$ cat src/rtl/seq_subtractor_64_bit.sv
// Multi-cycle subtractor: diff = a - b - b_in, computed one SLICE-bit chunk
// per clock (LSB chunk first) with a registered borrow between chunks.
// The chain runs in "carry" form: a + ~b + c, where c = ~borrow.
module seq_subtractor_64_bit #(
   parameter int WIDTH = 64,
   parameter int SLICE = 16
) (
   input  logic             clk,
   input  logic             rst,
   input  logic             start,
   input  logic [WIDTH-1:0] a,
   input  logic [WIDTH-1:0] b,
   input  logic             b_in,
   output logic             busy,
   output logic             done,
   output logic [WIDTH-1:0] diff,
   output logic             b_out,
   output logic             overflow,
   output logic             zero
);

   localparam int N  = WIDTH / SLICE;
   localparam int CW = (N > 1) ? $clog2(N) : 1;
   localparam logic [CW-1:0] LAST = CW'(N - 1);

   typedef enum logic [1:0] {IDLE, RUN, DONE} state_t;

   state_t           state_reg;
   logic [WIDTH-1:0] a_reg;
   logic [WIDTH-1:0] b_reg;
   logic             c_reg;
   logic [CW-1:0]    cnt_reg;
   logic [WIDTH-1:0] diff_reg;
   logic             b_out_reg;
   logic             overflow_reg;
   logic             zero_reg;
   logic             busy_reg;
   logic             done_reg;

   logic [SLICE-1:0] a_sl [N];
   logic [SLICE-1:0] b_sl [N];
   logic [SLICE:0]   sum_next;
   logic [WIDTH-1:0] diff_next;

   // Split the latched operands into slices, and build the full diff as it
   // will look once the current slice result is merged in.
   generate
      for (genvar gi = 0; gi < N; gi++) begin : g_slice
         assign a_sl[gi] = a_reg[gi*SLICE +: SLICE];
         assign b_sl[gi] = b_reg[gi*SLICE +: SLICE];
         assign diff_next[gi*SLICE +: SLICE] =
            (cnt_reg == CW'(gi)) ? sum_next[SLICE-1:0] : diff_reg[gi*SLICE +: SLICE];
      end
   endgenerate

   // One slice of a + ~b + carry; the MSB is the carry (inverse borrow) out.
   assign sum_next = {1'b0, a_sl[cnt_reg]} + {1'b0, ~b_sl[cnt_reg]}
                   + {{SLICE{1'b0}}, c_reg};

   // Control FSM and datapath registers; all outputs are registered.
   always_ff @(posedge clk) begin
      if (rst) begin
         state_reg    <= IDLE;
         a_reg        <= '0;
         b_reg        <= '0;
         c_reg        <= 1'b0;
         cnt_reg      <= '0;
         diff_reg     <= '0;
         b_out_reg    <= 1'b0;
         overflow_reg <= 1'b0;
         zero_reg     <= 1'b0;
         busy_reg     <= 1'b0;
         done_reg     <= 1'b0;
      end else begin
         case (state_reg)
            IDLE, DONE: begin
               done_reg <= 1'b0;
               if (start) begin
                  a_reg     <= a;
                  b_reg     <= b;
                  c_reg     <= ~b_in;
                  cnt_reg   <= '0;
                  busy_reg  <= 1'b1;
                  state_reg <= RUN;
               end else begin
                  state_reg <= IDLE;
               end
            end
            RUN: begin
               diff_reg <= diff_next;
               c_reg    <= sum_next[SLICE];
               cnt_reg  <= cnt_reg + 1'b1;
               if (cnt_reg == LAST) begin
                  b_out_reg    <= ~sum_next[SLICE];
                  overflow_reg <= (a_reg[WIDTH-1] != b_reg[WIDTH-1]) &&
                                  (diff_next[WIDTH-1] != a_reg[WIDTH-1]);
                  zero_reg     <= (diff_next == '0);
                  done_reg     <= 1'b1;
                  busy_reg     <= 1'b0;
                  state_reg    <= DONE;
               end
            end
            default: state_reg <= IDLE;
         endcase
      end
   end

   assign busy     = busy_reg;
   assign done     = done_reg;
   assign diff     = diff_reg;
   assign b_out    = b_out_reg;
   assign overflow = overflow_reg;
   assign zero     = zero_reg;

endmodule

$ cat config.mk
export PLATFORM = sky130hd
export DESIGN_NAME = seq_subtractor_64_bit
export DESIGN_NICKNAME = d
export VERILOG_FILES = /design/src/rtl/seq_subtractor_64_bit.sv
export SDC_FILE = /design/constraint.sdc
export NUM_CORES = 1
export LEC_CHECK = 0
export CAP_MARGIN = 20
export CORE_MARGIN = 5
export CORE_UTILIZATION = 51
export CTS_CLUSTER_SIZE = 25
export DETAILED_ROUTE_END_ITERATION = 12
export PLACE_DENSITY = 0.92
export SETUP_SLACK_MARGIN = 0.4
export SLEW_MARGIN = 10
export SYNTH_ARGS = -nofsm -noshare
export SYNTH_HDL_FRONTEND = slang
export SYNTH_SLANG_ARGS = --single-unit
$ cat constraint.sdc
create_clock -name clk -period 5.4 [get_ports clk]
set_input_delay 1.08 -clock clk [delete_from_list [all_inputs] [get_ports clk]]
set_output_delay 1.08 -clock clk [all_outputs]
set_load 0.01 [all_outputs]
==> summary.txt, run 1 <==
Layout
  • Nets: 1408
  • Layout area overhead: 31.02%
  • Layout cells sized above 1: a little under 7%
  • Sequential Area: 4046 µm²
  • FILL cells: 1287
  • Area of the multi-input gates: ~4600 µm²
  • Number of diodes: 0

Clock tree
  • CTS tree: built
  • Postcts setup bufs: 0
  • Sink Count: ~200
  • Skew-Pair Late Insertion Delay: 0.51 ns
  • Hold buffers post-CTS: 0
  • Resized Gates After CTS: 0
  • Clk slew on worst S/H paths: approximately 0.070 ns
  • Num CTS Buffers: 20
  • CTS H-Tree Depth: 1
  • Clock Root Buffer: clkbuf_16
  • Clk buf depth: 3

Drt
  • Detail Route Antenna Nets: 0
  • Drt via density: 5.795
  • Vias: between 8000 and 9000
  • Routed WL: between 20000 and 30000 µm
  • DRC: 0
  • Routed len/inst: 19.06 µm
  • Pre-Repair DR Iteration Count: 8
  • Starting DRT DRC Count: roughly 900

Job
  • Max cap viols: 0

STA
  • Final Slew Violations: 0
  • Min cycle time layout: 4.537 ns
  • Final Cycle Share: between 80% and 90%
  • Max_slew headroom: 32.00%
  • Max Freq: between 200 and 250 MHz
  • Hold Violations, Final: 0
  • Setup TNS: 0 ns
  • RSZ-0062 raised after global routing: no
  • Skew final: 0.02255 ns
  • Worst slew pin tran: slightly above 1 ns
  • Final setup violating endpoints: 0

Global route
  • Initial antenna violation count: 0
  • Total track usage: 26.27%
  • First-pass GRT wire length: 43180 µm
  • Total grt overflow: 0
  • M3 GR Usage: just over 5%
  • Vias in the first global route: 8362
  • M2 GR Usage: 44.02%
  • GR Layer Usage met1: 33.85%
  • Busiest grt layer: met2
  • Pin count of the biggest net entering global routing: 110

Die
  • Site Rows: 48
  • Die Y-Extent: ~140 µm
  • Die width: approximately 140 µm
  • I/O Pins: 201
  • Starting Density: 52.20%
  • Core Area: between 15000 and 20000 µm²
  • Die area: around 21000 µm²

Synth
  • Asr flop ratio synth: 0%
  • Post-synth EDFFs: 0
  • Post-synth cell types: 56
  • Mapped Area: 9060 µm²
  • Yosys Warn Count: 0
  • Syn Area/Cell: a little over 8 µm²
  • Main synth FF type: dfxtp_1
  • Synth Net Count: around 1300
  • Post-Syn Instances: 1101
  • Register area share after synthesis: about 45%
  • #FFs+latches synth: 202

Status
  • Status: finished, final reports clean

Placed design
  • Post-DP HPWL: 19940 µm
  • Routability cong.: around 0.97
  • I/O Buffers: 200

Power
  • P per Cell Area: 351.5 nW/µm²
  • Sequential share of power: 39.2%
  • Switch Pwr: 0.001231 W
  • Int Power: 0.002942 W
  • Maximum vdd drop: approximately 0.00028 V
  • Leak: 4.335 nW
  • Switching share of total power: 29.50%
  • Combinational share of power: 22.7%
  • Total power: between 0.004 and 0.005 W
  • Clock network fraction of total power: 38.1%

Hold path
  • Min-Delay Path Class: reg2reg

Worst setup path
  • Crit end category: flip-flop
  • Arrival time at the worst endpoint: 4.98 ns
  • Max stage delay on crit path: 0.57 ns
  • Startpoint class of the critical path: flip-flop
  • Kind of critical path: reg2reg
  • Crit path max fanout: 26
  • Crit path max-delay cell type: dfxtp_2
  • Req. time, crit path: 5.84 ns
  • Critical path, cell by cell: buf_4 > mux4_2 > inv_1 > fa_1 > fa_1 > a211oi_4 > nor4_1 > or2_4 > a2111oi_4 > xnor2_1 > or4_1 > o21ai_1 > nand4_1 > o21ai_1
==> cell usage in the layout, fill, tap and decap left out, types with 4 or more instances in the layout <==
master           instances
nand2_1                348
dfxtp_1                200
clkdlybuf4s50_1        199
a21oi_1                183
nor2_1                  37
mux4_2                  32
inv_1                   25
o21ai_0                 21
clkbuf_16               20
a211oi_1                19
ha_1                    19
nor3_1                  18
nor4_1                  13
buf_4                   13
a22o_1                   9
nand3_1                  7
xnor2_1                  7
xor2_1                   7
nand4_1                  6
bufinv_16                6
nor2b_1                  4
nand2b_1                 4
clkbuf_1                 4
==> final timing paths <==
kind	end	slack (ns)	cells after the start	from
setup reg to reg	zero	0.86	14	cnt_reg[1]
hold reg to reg	b_reg[37]	0.45	2	b_reg[37]
setup / recovery	zero	0.86	14	cnt_reg[1]
hold / removal	b_reg[37]	0.45	2	b_reg[37]
==> per-layer routing <==
metal / routed length (µm) / part of all wire [%]
met5: 0 / 0
met4: 973 / 3.4
met3: 2865 / 10
met2: 13690 / 48
met1: 10950 / 38
==> cells by family after synthesis <==
group	Yosys count	synth area share, %
AOI/OAI and AO/OA	267	17.03
xor gates and xnor gates	14	1.353
adders and majority gates	21	3.066
buffers and inverters	106	4.971
DFF	202	44.63
muxes	35	8.286
and+or+nand+nor	456	20.66
==> critical path, delay by kind of cell (launching register included) <==
| kind | cells | cell delay [ns] |
|---|---|---|
| AOI/OAI and AO/OA | 4 | 0.99 |
| xor gates and xnor gates | 1 | 0.26 |
| adders and majority gates | 2 | 0.87 |
| buffers and inverters | 2 | 0.48 |
| DFF | 1 | 0.57 |
| muxes | 1 | 0.27 |
| and+or+nand+nor | 4 | 1.05 |
==> synth_stat cells, drive strengths merged (9+ instances only) <==
cell,instances,area [µm²]
nor2,37,138.9
a22o,9,78.83
clkbuf,69,270.3
inv,25,93.84
dfxtp,202,4044
nand2,348,1306
nor4,13,81.33
mux4,32,720.7
o21ai,24,120.1
a211oi,20,162.7
ha,19,237.7
a21oi,183,915.9
buf,12,86.32
nor3,18,90.09
==> power groups by stage <==
| stage | Combinational [W] | Sequential (W) | Clock [W] |
|---|---|---|---|
| after global placement | 0.000901 | 0.00166 | 0 |
| final | 0.000947 | 0.00163 | 0.00159 |
| after floorplan | 0.000558 | 0.00165 | 0 |
| after detailed placement | 0.000918 | 0.00166 | 0 |
| after CTS | 0.000926 | 0.00163 | 0.00160 |
| after global routing | 0.00102 | 0.00164 | 0.00166 |
==> layout make-up <==
type,count,area share [%]
multi-input cells,793,38.59
flip-flops and latches,202,34.09
repair buffers,213,17.83
clock buffers,24,4.343
well taps,225,2.372
clock inverters,12,1.982
inverters,25,0.7906
==> stage by stage <==
step / hold WS (ns) / cells / setup slack, ns / utilization [%] / instance area (µm²)
floorplan: 0.4331 / 1101 / 0.5626 / - / 9060
global placement: 0.4386 / 1457 / 1.060 / 63.91 / 11090
detailed placement: 0.4433 / 1457 / 0.9548 / 63.91 / 11090
CTS: 0.4516 / 1493 / 0.9267 / 68.23 / 11840
global route: 0.4691 / 1494 / 0.6097 / 68.39 / 11870
finish: 0.4514 / 1494 / 0.8634 / 68.39 / 11870
Note: power is estimated with default switching activity, not from simulation.
==> inputs of run 2 (changes only) <==
--- a/config.mk
+++ b/config.mk
@@ -7,10 +7,10 @@
 export LEC_CHECK = 0
 export CAP_MARGIN = 20
 export CORE_MARGIN = 5
-export CORE_UTILIZATION = 51
+export CORE_UTILIZATION = 46
 export CTS_CLUSTER_SIZE = 25
 export DETAILED_ROUTE_END_ITERATION = 12
-export PLACE_DENSITY = 0.92
+export PLACE_DENSITY = 0.88
 export SETUP_SLACK_MARGIN = 0.4
 export SLEW_MARGIN = 10
 export SYNTH_ARGS = -nofsm -noshare
==> constraint.sdc (replaced) <==
create_clock -name clk -period 3.7 [get_ports clk]
set_input_delay 0.74 -clock clk [delete_from_list [all_inputs] [get_ports clk]]
set_output_delay 0.74 -clock clk [all_outputs]
set_load 0.01 [all_outputs]
==> summary.txt, run 2 (synthesis results as in run 1) <==
Job
  • Max cap viols: 0

Worst setup path
  • Crit path max-delay cell type: mux4_2
  • Kind of critical path: reg2reg
  • Req. time, crit path: a little over 4 ns
  • Crit path max fanout: 3
  • Worst path buffer plus inverter count: 0
  • Critical path, cell by cell: mux4_2 > fa_2 > fa_2 > a211oi_4 > nor4_1 > or2_4 > a2111oi_4 > xnor2_2 > or4_1 > o21ai_1 > nand4_1 > o21ai_1
  • Crit end category: flip-flop
  • Startpoint class of the critical path: flip-flop
  • Arrival time at the worst endpoint: 4.14 ns
  • Largest delay contributor family on the critical path: simple AND/OR/NAND/NOR gates
  • Max stage delay on crit path: about 0.52 ns

Drt
  • Drt via density: 5.558
  • Vias: 8787
  • DRC: 0
  • Detail Route Antenna Nets: 0
  • Pre-Repair DR Iteration Count: 6
  • Routed len/inst: 18.02 µm
  • Starting DRT DRC Count: 789
  • Routed WL: approximately 28000 µm

Clock tree
  • Num CTS Buffers: 21
  • Clock Root Buffer: clkbuf_16
  • CTS tree: built
  • Clk slew on worst S/H paths: 0.06 ns
  • Clk buf depth: 3
  • Hold buffers post-CTS: 0
  • CTS H-Tree Depth: 1
  • Sink Count: between 200 and 250
  • Skew-Pair Late Insertion Delay: 0.50 ns

Power
  • Total power: 0.006098 W
  • Leak: 4.591 nW
  • P per Cell Area: around 500 nW/µm²
  • Maximum vdd drop: around 0.00035 V

Global route
  • Pin count of the biggest net entering global routing: 111
  • Total grt overflow: 0
  • Vias in the first global route: 8624
  • Total track usage: 24.05%
  • Initial antenna violation count: 0
  • First-pass GRT wire length: 43710 µm

STA
  • Hold Violations, Final: 0
  • Final setup violating endpoints: 1
  • Final Slew Violations: 0
  • Min cycle time layout: 3.709 ns
  • Min Hold Slack: 0.4523 ns
  • Max Freq: 269.6 MHz
  • RSZ-0062 raised after global routing: yes
  • Max_slew headroom: a little over half
  • Final setup margin: -0.009424 ns
  • Worst slew pin tran: 0.6949 ns
  • Final Cycle Share: 100.3%
  • Skew final: 0.009573 ns

Layout
  • Area of the multi-input gates: 4801 µm²
  • Fin area: 12480 µm²
  • Most common cell after layout, fill and taps aside: nand2_1
  • Most frequent cells in the layout: 348 x nand2_1, 200 x dfxtp_1, 199 x clkdlybuf4s50_1, 177 x a21oi_1, 49 x buf_4
  • Nets: 1455
  • Layout cells sized above 1: 13.30%
  • FILL cells: 1527
  • Sequential Area: roughly 4100 µm²
  • Layout area overhead: 37.70%
  • Non-Filler Instances: 1581
  • Number of diodes: 0

Die
  • I/O Pins: 201
  • Die area: 22600 µm²
  • Site Rows: 51
  • Core Area: 19400 µm²
  • Starting Density: 46.70%
  • Die width: between 150 and 200 µm
  • Die Y-Extent: 150.3 µm

Placed design
  • I/O Buffers: 200
  • Post-DP HPWL: roughly 20000 µm
  • Routability cong.: 1.002
  • Placed insts: 1519
  • Post-placement cell area: roughly 11000 µm²

Status
  • Failing checks: negative setup slack
  • Status: complete, but fails checks

Hold path
  • Min-Delay Path Class: reg2reg
## run 2: cell count changes in the layout (fill, tap and decap cells not counted), moves of 4 or more
| cell | change |
|---|---|
| a211oi_1 | -6 |
| a211oi_2 | +6 |
| a21oi_1 | -6 |
| a21oi_2 | +6 |
| buf_12 | +4 |
| buf_4 | +36 |
| buf_6 | +5 |
| bufinv_16 | -6 |
| clkbuf_8 | +5 |
| nor2_1 | -4 |
| o21ai_0 | -10 |
| o21ai_1 | +4 |
| o21ai_2 | +5 |
## run 2: cell type report
cell class,count,share of cell area [%]
clock buffer,31,4.914
timing repair buffer,259,20.43
sequential,202,32.47
tap,265,2.658
clock inverter,6,0.2908
inverter,25,0.7522
multi-input combinational,793,38.48
## run 2: worst register-to-register path: cells and delay by family, from the launching register on
family	cells	cell delay, ns
xor gates and xnor gates	1	0.13
DFF	1	0.38
AOI/OAI and AO/OA	4	0.84
and+or+nand+nor	4	0.95
adders and majority gates	2	0.80
muxes	1	0.52
## run 2: timing repair
action / 4_1_cts / 5_1_grt
cloned: 0 / 1
setup buffers: 5 / 19
setup endpoints to repair: 10 / 32
pin swaps: 4 / 19
gates resized for setup: 12 / 47
## run 2: power by group
group	internal, W	total (W)	switching, W
combinational	0.000783	0.00172	0.000936
sequential	0.00230	0.00239	0.0000884
clock	0.00115	0.00199	0.000845
total	0.00423	0.00610	0.00187
## run 2: path summary, 6_finish.rpt
path | cells past startpoint | from | end | slack [ns]
setup / recovery | 12 | cnt_reg[1] | zero | -0.009
hold / removal | 2 | overflow | overflow | 0.45
setup reg to reg | 12 | cnt_reg[1] | zero | -0.009
hold reg to reg | 2 | overflow | overflow | 0.45
## run 2: stage by stage
step / setup slack (ns) / TNS [ns] / util (%)
floorplan: -0.07196 / -0.07196 / -
global placement: 0.1311 / 0 / 58.78
detailed placement: 0.008973 / 0 / 58.78
CTS: 0.06264 / 0 / 62.51
global route: -0.1406 / -0.1406 / 64.31
finish: -0.009424 / -0.009424 / 64.31
## run 2: layer usage
metal	share of wire, %	vias up	GRT usage, %
met5	0	-	0
met3	8.9	108	4.726
met1	39	4052	30.76
met2	47	467	40.10
met4	4.3	0	9.515
li1	-	4160	-
==> inputs of run 3 (changes only) <==
--- a/config.mk
+++ b/config.mk
@@ -16,3 +16,4 @@
 export SYNTH_ARGS = -nofsm -noshare
 export SYNTH_HDL_FRONTEND = slang
 export SYNTH_SLANG_ARGS = --single-unit
+export TNS_END_PERCENT = 10
==> summary.txt, run 3 (synthesis results as in run 1) <==
Die
  • Core Area: 19400 µm²
  • Die Y-Extent: approximately 150 µm
  • Site Rows: just over 50
  • Starting Density: a little under half
  • I/O Pins: 201
  • Die area: 22600 µm²
  • Die width: 150.3 µm

STA
  • Final Slew Violations: 0
  • Hold Violations, Final: 0
  • Final Cycle Share: 99.57%
  • Worst slew pin tran: 0.8398 ns
  • Max Freq: 271.4 MHz
  • Final setup violating endpoints: 0
  • Skew final: 0.01036 ns
  • Min cycle time layout: 3.684 ns
  • RSZ-0062 raised after global routing: yes
  • Max_slew headroom: 44.01%

Clock tree
  • Clk buf depth: 3
  • Clock Root Buffer: clkbuf_16
  • CTS H-Tree Depth: 1
  • Skew-Pair Late Insertion Delay: around 0.50 ns
  • Num CTS Buffers: 21
  • Hold buffers post-CTS: 0
  • Clk slew on worst S/H paths: approximately 0.060 ns
  • Postcts setup bufs: 0
  • Sink Count: 202
  • CTS tree: built

Placed design
  • Post-DP HPWL: 20550 µm
  • Routability cong.: roughly 0.93
  • Placed insts: ~1500
  • I/O Buffers: 200

Worst setup path
  • Critical path, cell by cell: mux4_2 > fa_2 > fa_2 > a211oi_4 > nor4_1 > or2_4 > a2111oi_4 > xnor2_2 > or4_1 > o21ai_1 > nand4_1 > o21ai_1
  • Max stage delay on crit path: 0.52 ns
  • Crit path max fanout: 3
  • Worst path buffer plus inverter count: 0
  • Crit end category: flip-flop
  • Startpoint class of the critical path: flip-flop
  • Arrival time at the worst endpoint: 4.12 ns
  • Req. time, crit path: 4.13 ns
  • Crit path max-delay cell type: mux4_2
  • Largest delay contributor family on the critical path: simple AND/OR/NAND/NOR gates
  • Kind of critical path: reg2reg
  • Worst Reg2Reg Path Length in Cells: 12
  • Crit path depth: 12

Global route
  • Total track usage: 23.33%
  • First-pass GRT wire length: 42300 µm
  • Initial antenna violation count: 0
  • Vias in the first global route: 8382
  • Pin count of the biggest net entering global routing: between 80 and 90
  • Total grt overflow: 0

Layout
  • FILL cells: 1602
  • Number of diodes: 0
  • Layout cells sized above 1: 9.513%
  • Non-Filler Instances: 1558
  • Layout area overhead: 33.63%
  • Most common cell after layout, fill and taps aside: nand2_1
  • Nets: 1432
  • Most frequent cells in the layout: 346 x nand2_1, 200 x dfxtp_1, 199 x clkdlybuf4s50_1, 181 x a21oi_1, 37 x nor2_1
  • Utilization after layout: 62.41%

Power
  • Leak: 4.438 nW
  • P per Cell Area: approximately 490 nW/µm²
  • Maximum vdd drop: around 0.00034 V
  • Total power: 0.005896 W

Drt
  • DRC: 0
  • Vias: 8660
  • Routed WL: 27580 µm
  • Pre-Repair DR Iteration Count: 5
  • Drt via density: 5.558
  • Routed len/inst: roughly 18 µm
  • Detail Route Antenna Nets: 0
  • Starting DRT DRC Count: just over 800

Hold path
  • Hold path depth: 2
  • Min-Delay Path Class: reg2reg

Job
  • Max cap viols: 0

Status
  • Status: finished, final reports clean
## run 3: cell count changes in the layout (fill, tap and decap cells not counted), moves of 5 or more
cell and delta:
a211oi_1 +6, a211oi_2 -6, buf_4 -18, o21ai_0 +8
o21ai_2 -5
## run 3: final timing paths
| path | startpoint | to | slack (ns) |
|---|---|---|---|
| max | cnt_reg[1] | zero | 0.02 |
| min | a_reg[43] | a_reg[43] | 0.45 |
| max reg2reg | cnt_reg[1] | zero | 0.02 |
| min reg2reg | a_reg[43] | a_reg[43] | 0.45 |
## run 3: final cells by class
cell class / count / area (µm²) / share of cell area, %
repair buffers: 236 / 2336 / 19.30
clock inverters: 6 / 43.79 / 0.3617
multi-input cells: 793 / 4649 / 38.40
well taps: 265 / 331.6 / 2.739
clock buffers: 31 / 603.1 / 4.981
inverters: 25 / 93.84 / 0.7751
flip-flops and latches: 202 / 4049 / 33.44
## run 3: worst register-to-register path, stage by stage, from the launching register on
cell and delay, ns:
dfxtp_4 0.38, mux4_2 0.52, fa_2 0.38, fa_2 0.41, a211oi_4 0.31, nor4_1 0.08, or2_4 0.26, a2111oi_4 0.30
xnor2_2 0.12, or4_1 0.50, o21ai_1 0.13, nand4_1 0.10, o21ai_1 0.14
## run 3: timing repair
item                                    CTS  global route
endpoints found under the setup margin    9            16
resized for setup                         2            12
pin swaps                                 0             8
## run 3: power breakdown
| part | total (W) | switching [W] | internal [W] | leakage [nW] |
|---|---|---|---|---|
| clock | 0.00200 | 0.000859 | 0.00114 | 0.316 |
| sequential | 0.00238 | 0.0000834 | 0.00230 | 1.65 |
| combinational | 0.00152 | 0.000851 | 0.000667 | 2.47 |
## run 3: metal layers
metal  share of wire (%)  vias to the layer above  GRT usage [%]
met5                   0                        -              0
met4                 3.8                        0          9.058
met3                 9.3                       82          4.004
met2                  47                      449          38.73
met1                  40                     4008          30.43
li1                    -                     4121              -
## run 3: per-stage QoR
stage,TNS (ns),instance area (µm²),worst slack (ns),hold slack [ns]
final,0,12110,0.01587,0.4522
after floorplan,-0.07196,9141,-0.07196,0.4331
after global routing,-0.1283,12110,-0.1283,0.4721
after detailed placement,0,11410,0.02099,0.4455
after CTS,0,12070,0.02758,0.4542
after global placement,0,11410,0.1082,0.4390
